===== src/rtl/crc_engine_param_if.sv =====
// Handshake/bus bundle for crc_engine_param: request side plus result side.
interface crc_engine_param_if #(
  parameter int PKT_WIDTH = 55,
  parameter int CRC_WIDTH = 16,
  parameter int BPC       = 1
);
  localparam int COUNT_W = $clog2(PKT_WIDTH / BPC + 1);

  logic                 start;
  logic                 check_mode;
  logic [PKT_WIDTH-1:0] data_in;
  logic [CRC_WIDTH-1:0] rx_crc;
  logic                 busy;
  logic                 done;
  logic [CRC_WIDTH-1:0] crc_out;
  logic                 crc_match;
  logic [COUNT_W-1:0]   count;

  modport master (
    output start, check_mode, data_in, rx_crc,
    input  busy, done, crc_out, crc_match, count
  );

  modport slave (
    input  start, check_mode, data_in, rx_crc,
    output busy, done, crc_out, crc_match, count
  );
endinterface


===== src/rtl/crc_engine_param.sv =====
// Parametrised MSB-first CRC generator/checker. A packet is latched on start,
// then BPC payload bits are folded into a Galois LFSR each cycle until the
// whole packet is consumed; the result (and in check mode the comparison
// against the received CRC) is published with a one-cycle done pulse.
module crc_engine_param #(
  parameter int                   PKT_WIDTH = 55,
  parameter int                   CRC_WIDTH = 16,
  parameter logic [CRC_WIDTH-1:0] POLY      = 16'h8005,
  parameter logic [CRC_WIDTH-1:0] INIT      = 16'hFFFF,
  parameter logic [CRC_WIDTH-1:0] XOR_OUT   = 16'h0000,
  parameter int                   BPC       = 1
) (
  input logic               clock,
  input logic               reset,
  crc_engine_param_if.slave bus
);

  localparam int                 STEPS   = PKT_WIDTH / BPC;
  localparam int                 COUNT_W = $clog2(STEPS + 1);
  localparam logic [COUNT_W-1:0] LAST    = COUNT_W'(STEPS - 1);

  typedef enum logic [1:0] {
    S_IDLE = 2'd0,
    S_CRC  = 2'd1
  } state_t;

  state_t               state_q, state_d;
  logic [PKT_WIDTH-1:0] shift_q, shift_d;
  logic [CRC_WIDTH-1:0] crc_q, crc_d;
  logic                 mode_q, mode_d;
  logic [CRC_WIDTH-1:0] rx_q, rx_d;
  logic [COUNT_W-1:0]   count_q, count_d;
  logic                 busy_q, busy_d;
  logic                 done_q, done_d;
  logic [CRC_WIDTH-1:0] crc_out_q, crc_out_d;
  logic                 match_q, match_d;

  logic [CRC_WIDTH-1:0] crc_step_val;
  logic [CRC_WIDTH-1:0] crc_final;

  // BPC serial bit steps unrolled; bits[BPC-1] is the earliest transmitted bit.
  function automatic logic [CRC_WIDTH-1:0] crc_step(
    input logic [CRC_WIDTH-1:0] crc_in,
    input logic [BPC-1:0]       bits
  );
    logic [CRC_WIDTH-1:0] c;
    logic                 fb;
    c = crc_in;
    for (int i = BPC - 1; i >= 0; i--) begin
      fb = bits[i] ^ c[CRC_WIDTH-1];
      c  = {c[CRC_WIDTH-2:0], 1'b0} ^ (fb ? POLY : '0);
    end
    return c;
  endfunction

  // Next-state and next-output computation for the whole engine.
  always_comb begin
    state_d      = state_q;
    shift_d      = shift_q;
    crc_d        = crc_q;
    mode_d       = mode_q;
    rx_d         = rx_q;
    count_d      = count_q;
    busy_d       = busy_q;
    done_d       = 1'b0;
    crc_out_d    = crc_out_q;
    match_d      = match_q;
    crc_step_val = crc_step(crc_q, shift_q[PKT_WIDTH-1 -: BPC]);
    crc_final    = crc_step_val ^ XOR_OUT;

    case (state_q)
      S_IDLE: begin
        if (bus.start) begin
          shift_d = bus.data_in;
          mode_d  = bus.check_mode;
          rx_d    = bus.rx_crc;
          crc_d   = INIT;
          count_d = '0;
          busy_d  = 1'b1;
          state_d = S_CRC;
        end
      end
      S_CRC: begin
        crc_d   = crc_step_val;
        shift_d = shift_q << BPC;
        count_d = count_q + COUNT_W'(1);
        if (count_q == LAST) begin
          state_d   = S_IDLE;
          busy_d    = 1'b0;
          done_d    = 1'b1;
          crc_out_d = crc_final;
          match_d   = mode_q && (crc_final == rx_q);
        end
      end
      default: begin
        state_d = S_IDLE;
        busy_d  = 1'b0;
      end
    endcase
  end

  // State and registered outputs; synchronous reset aborts any packet.
  always_ff @(posedge clock) begin
    if (reset) begin
      state_q   <= S_IDLE;
      shift_q   <= '0;
      crc_q     <= INIT;
      mode_q    <= 1'b0;
      rx_q      <= '0;
      count_q   <= '0;
      busy_q    <= 1'b0;
      done_q    <= 1'b0;
      crc_out_q <= INIT ^ XOR_OUT;
      match_q   <= 1'b0;
    end else begin
      state_q   <= state_d;
      shift_q   <= shift_d;
      crc_q     <= crc_d;
      mode_q    <= mode_d;
      rx_q      <= rx_d;
      count_q   <= count_d;
      busy_q    <= busy_d;
      done_q    <= done_d;
      crc_out_q <= crc_out_d;
      match_q   <= match_d;
    end
  end

  assign bus.busy      = busy_q;
  assign bus.done      = done_q;
  assign bus.crc_out   = crc_out_q;
  assign bus.crc_match = match_q;
  assign bus.count     = count_q;

endmodule


===== src/flat_wrapper.sv =====
// flat-port wrapper written by rule: the top's interface ports become plain ports
module crc_engine_param_flat 
#(
  parameter int                   PKT_WIDTH = 55,
  parameter int                   CRC_WIDTH = 16,
  parameter logic [CRC_WIDTH-1:0] POLY      = 16'h8005,
  parameter logic [CRC_WIDTH-1:0] INIT      = 16'hFFFF,
  parameter logic [CRC_WIDTH-1:0] XOR_OUT   = 16'h0000,
  parameter int                   BPC       = 1
)
  (clock, reset, bus_start, bus_check_mode, bus_data_in, bus_rx_crc, bus_busy, bus_done, bus_crc_out, bus_crc_match, bus_count);
  crc_engine_param_if #(.PKT_WIDTH(PKT_WIDTH), .CRC_WIDTH(CRC_WIDTH), .BPC(BPC)) bus_i ();
  input logic clock;
  input logic reset;
  input wire logic [$bits(bus_i.start)-1:0] bus_start;
  input wire logic [$bits(bus_i.check_mode)-1:0] bus_check_mode;
  input wire logic [$bits(bus_i.data_in)-1:0] bus_data_in;
  input wire logic [$bits(bus_i.rx_crc)-1:0] bus_rx_crc;
  output wire logic [$bits(bus_i.busy)-1:0] bus_busy;
  output wire logic [$bits(bus_i.done)-1:0] bus_done;
  output wire logic [$bits(bus_i.crc_out)-1:0] bus_crc_out;
  output wire logic [$bits(bus_i.crc_match)-1:0] bus_crc_match;
  output wire logic [$bits(bus_i.count)-1:0] bus_count;
  assign bus_i.start = bus_start;
  assign bus_i.check_mode = bus_check_mode;
  assign bus_i.data_in = bus_data_in;
  assign bus_i.rx_crc = bus_rx_crc;
  assign bus_busy = bus_i.busy;
  assign bus_done = bus_i.done;
  assign bus_crc_out = bus_i.crc_out;
  assign bus_crc_match = bus_i.crc_match;
  assign bus_count = bus_i.count;
  crc_engine_param #(.PKT_WIDTH(PKT_WIDTH), .CRC_WIDTH(CRC_WIDTH), .POLY(POLY), .INIT(INIT), .XOR_OUT(XOR_OUT), .BPC(BPC)) u_core (.clock(clock), .reset(reset), .bus(bus_i));
endmodule

===== config.mk =====
export PLATFORM = sky130hd
export DESIGN_NAME = crc_engine_param_flat
export DESIGN_NICKNAME = d
export VERILOG_FILES = /design/src/rtl/crc_engine_param_if.sv /design/src/rtl/crc_engine_param.sv /design/src/flat_wrapper.sv
export SDC_FILE = /design/constraint.sdc
export NUM_CORES = 1
export LEC_CHECK = 0
export ABC_CLOCK_PERIOD_IN_PS = 3050
export BUFFER_PORTS_ARGS = -buffer_cell sky130_fd_sc_hd__buf_2
export CORE_MARGIN = 4
export CORE_UTILIZATION = 45
export CTS_BUF_LIST = sky130_fd_sc_hd__clkbuf_16
export CTS_CLUSTER_DIAMETER = 120
export DETAILED_ROUTE_END_ITERATION = 7
export GPL_TIMING_DRIVEN = 0
export PLACE_DENSITY = 0.68
export RECOVER_POWER = 50
export SLEW_MARGIN = 20
export SYNTH_ARGS = -nofsm -noshare
export SYNTH_HDL_FRONTEND = slang
export SYNTH_SLANG_ARGS = --single-unit

===== constraint.sdc =====
create_clock -name clock -period 3.05 [get_ports clock]
set_input_delay 0.1525 -clock clock [delete_from_list [all_inputs] [get_ports clock]]
set_output_delay 0.1525 -clock clock [all_outputs]
set_load 0.05 [all_outputs]

==> results.toml <==
[clocking]
ctsHtreeMaxLevel = 4
numClockSinks = 113
clock_tree.buffer_depth = 2
tritoncts_buffer_count = 17
clkTransAtPathRegs_ps = 50
cts_root_buffer = "sky130_fd_sc_hd__clkbuf_16"
post-cts-setup-buffer-count = 0
cts_tree = "built"
clock_insertion_delay_worst_skew_ps = 410

[critical_path]
timing.critical_path.to_type = "flip-flop"
path_common_cell = "sky130_fd_sc_hd__clkbuf_1"
crit_path_cell_trace = "clkbuf_1, clkbuf_1, buf_2, a21oi_1, nor2_1"
worst-endpoint-arrival_ps = 2200
path_class = "reg -> reg"
cpPeakStageDelay_ps = 460
slowest_stage = "sky130_fd_sc_hd__dfxtp_1"
highest_fanout_seen_on_the_critical_path = 10
setup.worst_path.start_class = "flip-flop"
critical_path_required_ps = 3390

[grt]
initial_antenna_violation_count = 0
overflow = 0
grt_max_degree = 17
global_route.usage.total_pct = 19.7
grt_first_pass_wirelength_mm = 20.0
vias_in_the_first_global_route = 4279

[yosys]
ys_seq_elements = 113
synth.net_count = 631
post_synthesis_instance_total = 554
synthesis.area_per_instance_um2 = 8.62
top_cell_type_by_total_area_after_synthesis = "sky130_fd_sc_hd__dfxtp_1"
synthesis.yosys.warnings = 0
netlist_area_before_placement_um2 = 4770
synth_seq_area_share_pct = 47.4
yosys-top-cells-area = "sky130_fd_sc_hd__dfxtp_1, sky130_fd_sc_hd__mux2i_1, sky130_fd_sc_hd__nor2_1"
synthDominantCellAreaShare_pct = 47.4
synth_cell_type_count = 32

[power_and_ir_drop]
p_per_area_nw_per_um2 = 636
totalPowerFinal_w = 0.00388
vdd.ir_drop.worst_mv = 0.445
p_leak_nw = 2.66

[layout]
drive_gt1_share_pct = 18.2
fill_cells = 943
final_nets = 761
post_layout_nonfiller_instances = 832
areaGrowthSynthToFinish_pct = 27.7
mostFrequentLayoutCells = "sky130_fd_sc_hd__nor2_1, sky130_fd_sc_hd__dfxtp_1, sky130_fd_sc_hd__buf_2"
n_antenna_cell = 0
most_common_library_cell_in_the_layout_ignoring_fill_and_taps = "sky130_fd_sc_hd__nor2_1"

[place]
place.gp.congestion = 0.807
detailed_place_hpwl_mm = 8.28
buffer_ports.inserted = 97
placed_cells_incl_taps = 787
placement.setup.worst_slack_ps = 1370

[sta]
period_share_pct = 61.2
clock-skew-final_ps = 7.05
setup_ws_ps = 1180
fmax_ghz = 0.536
worstMarginPinSlew_ps = 668
setup_tns_ps = 0
fin_worst_hold_slack_ps = 10.7
grt_setup_unrepaired = "no"
hold_violations = 0
finalMaxSlewViolations = 0
finalWorstPathRequiredPeriod_ps = 1870
maxSlewHeadroom_pct = 55.6
setup_viol = 0

[job]
max_cap_violations = 0

[floorplanning]
floorplan.die.width_um = 111
die-area_um2 = 12300
die_height_um = 111
fp-row-count = 37
core_region_area_um2 = 10300
initial_core_util_pct = 46.2
num_io_pins = 100

[routing]
drtPass1Iterations = 5
viasPerCell = 5.04
route.antenna.remaining_nets = 0
route.detailed.drc = 0
routed-via-count = 4193
wire_per_inst_um = 14.0
wl_mm = 11.7
dr.first_iter.drc_count = 334

[worst_hold_path]
hold_path.class = "in -> reg"

[run_status]
outcome = "completed"
area by class of cell:
cell class / instances / area, um2 / area share (%)
tap: 136 / 170 / 2.79
clock buffer: 17 / 425 / 6.98
multi-input combinational: 396 / 2280 / 37.4
timing repair buffer: 111 / 594 / 9.75
clock inverter: 14 / 150 / 2.46
buffer: 43 / 205 / 3.37
inverter: 2 / 7.51 / 0.123
sequential: 113 / 2260 / 37.1
final timing paths:
| path | startpoint | end | slack, ps | depth (start not counted) |
|---|---|---|---|---|
| min reg2reg | u_core.bus.crc_out[11]$_SDFFE_PP1P_ | u_core.bus.crc_out[11]$_SDFFE_PP1P_ | 460 | 2 |
| max reg2reg | u_core.state_q[0]$_SDFFE_PP0P_ | u_core.shift_q[23]$_SDFFE_PP0P_ | 1180 | 5 |
| max | u_core.state_q[0]$_SDFFE_PP0P_ | u_core.shift_q[23]$_SDFFE_PP0P_ | 1180 | 5 |
| min | bus_rx_crc[0] | u_core.rx_q[0]$_SDFFE_PP0P_ | 10 | 3 |
through the flow:
stage	util, %	cell area, um2
after floorplan	-	4770
after global placement	52.6	5430
after detailed placement	52.6	5430
after CTS	59.5	6150
after global routing	59.1	6100
final	59.1	6100
cells in the mapped netlist, drive strengths merged:
cell type    n
a211o        2
a21oi       77
a31o         1
and3         1
and4b        1
buf         30
clkbuf      13
dfxtp      113
ha           2
inv          2
mux2i       55
nand2       63
nand2b       3
nand3        4
nand3b      14
nand4        4
nor2       115
nor2b        1
nor3         5
nor3b        3
nor4         2
o211ai       1
o22a        15
o22ai        1
or2          2
or3          2
xnor2       18
xor2         4
repair_timing:
| item | CTS | global route |
|---|---|---|
| hold buffers | 14 | 0 |
| gates resized for setup | 0 | 0 |
| endpoints found under the hold margin | 14 | 0 |
logic make-up after synthesis:
kind of cell    synth area share, %
buf+inv                        4.82
simple gates                   19.9
fa+ha+maj                     0.524
mux                            11.5
flops                          47.4
compound gates                 11.7
xor+xnor                       4.19
metal layers:
metal  up-vias  wire, um  GRT usage [%]
li1       2126         -              -
met1      1953      5120           23.5
met2        92      5610           32.4
met3        22       726           7.21
met4         0       218           7.72
met5         -         0              0
where the power goes:
group          leakage, nW  switching [W]  internal, W
registers            0.924      0.0000419      0.00154
clock network        0.278       0.000668      0.00126
logic                 1.46       0.000201     0.000167
total                 2.66       0.000911      0.00297
state kept, by name, summed over array words and instances (netlist names):
register,cells
u_core.bus.done,1
u_core.shift_q,55
u_core.bus.count,6
u_core.crc_q,16
u_core.mode_q,1
u_core.bus.crc_out,16
u_core.rx_q,16
u_core.state_q,1
u_core.bus.crc_match,1
worst max-delay path: cells and delay by family (launching register included):
family,cells,cell delay [ps]
buffers and inverters,3,1130
flip-flops,1,460
AND/OR/NAND/NOR,1,110
AO/OA/AOI/OAI,1,90
No activity file was read; power rests on OpenSTA's default activity.
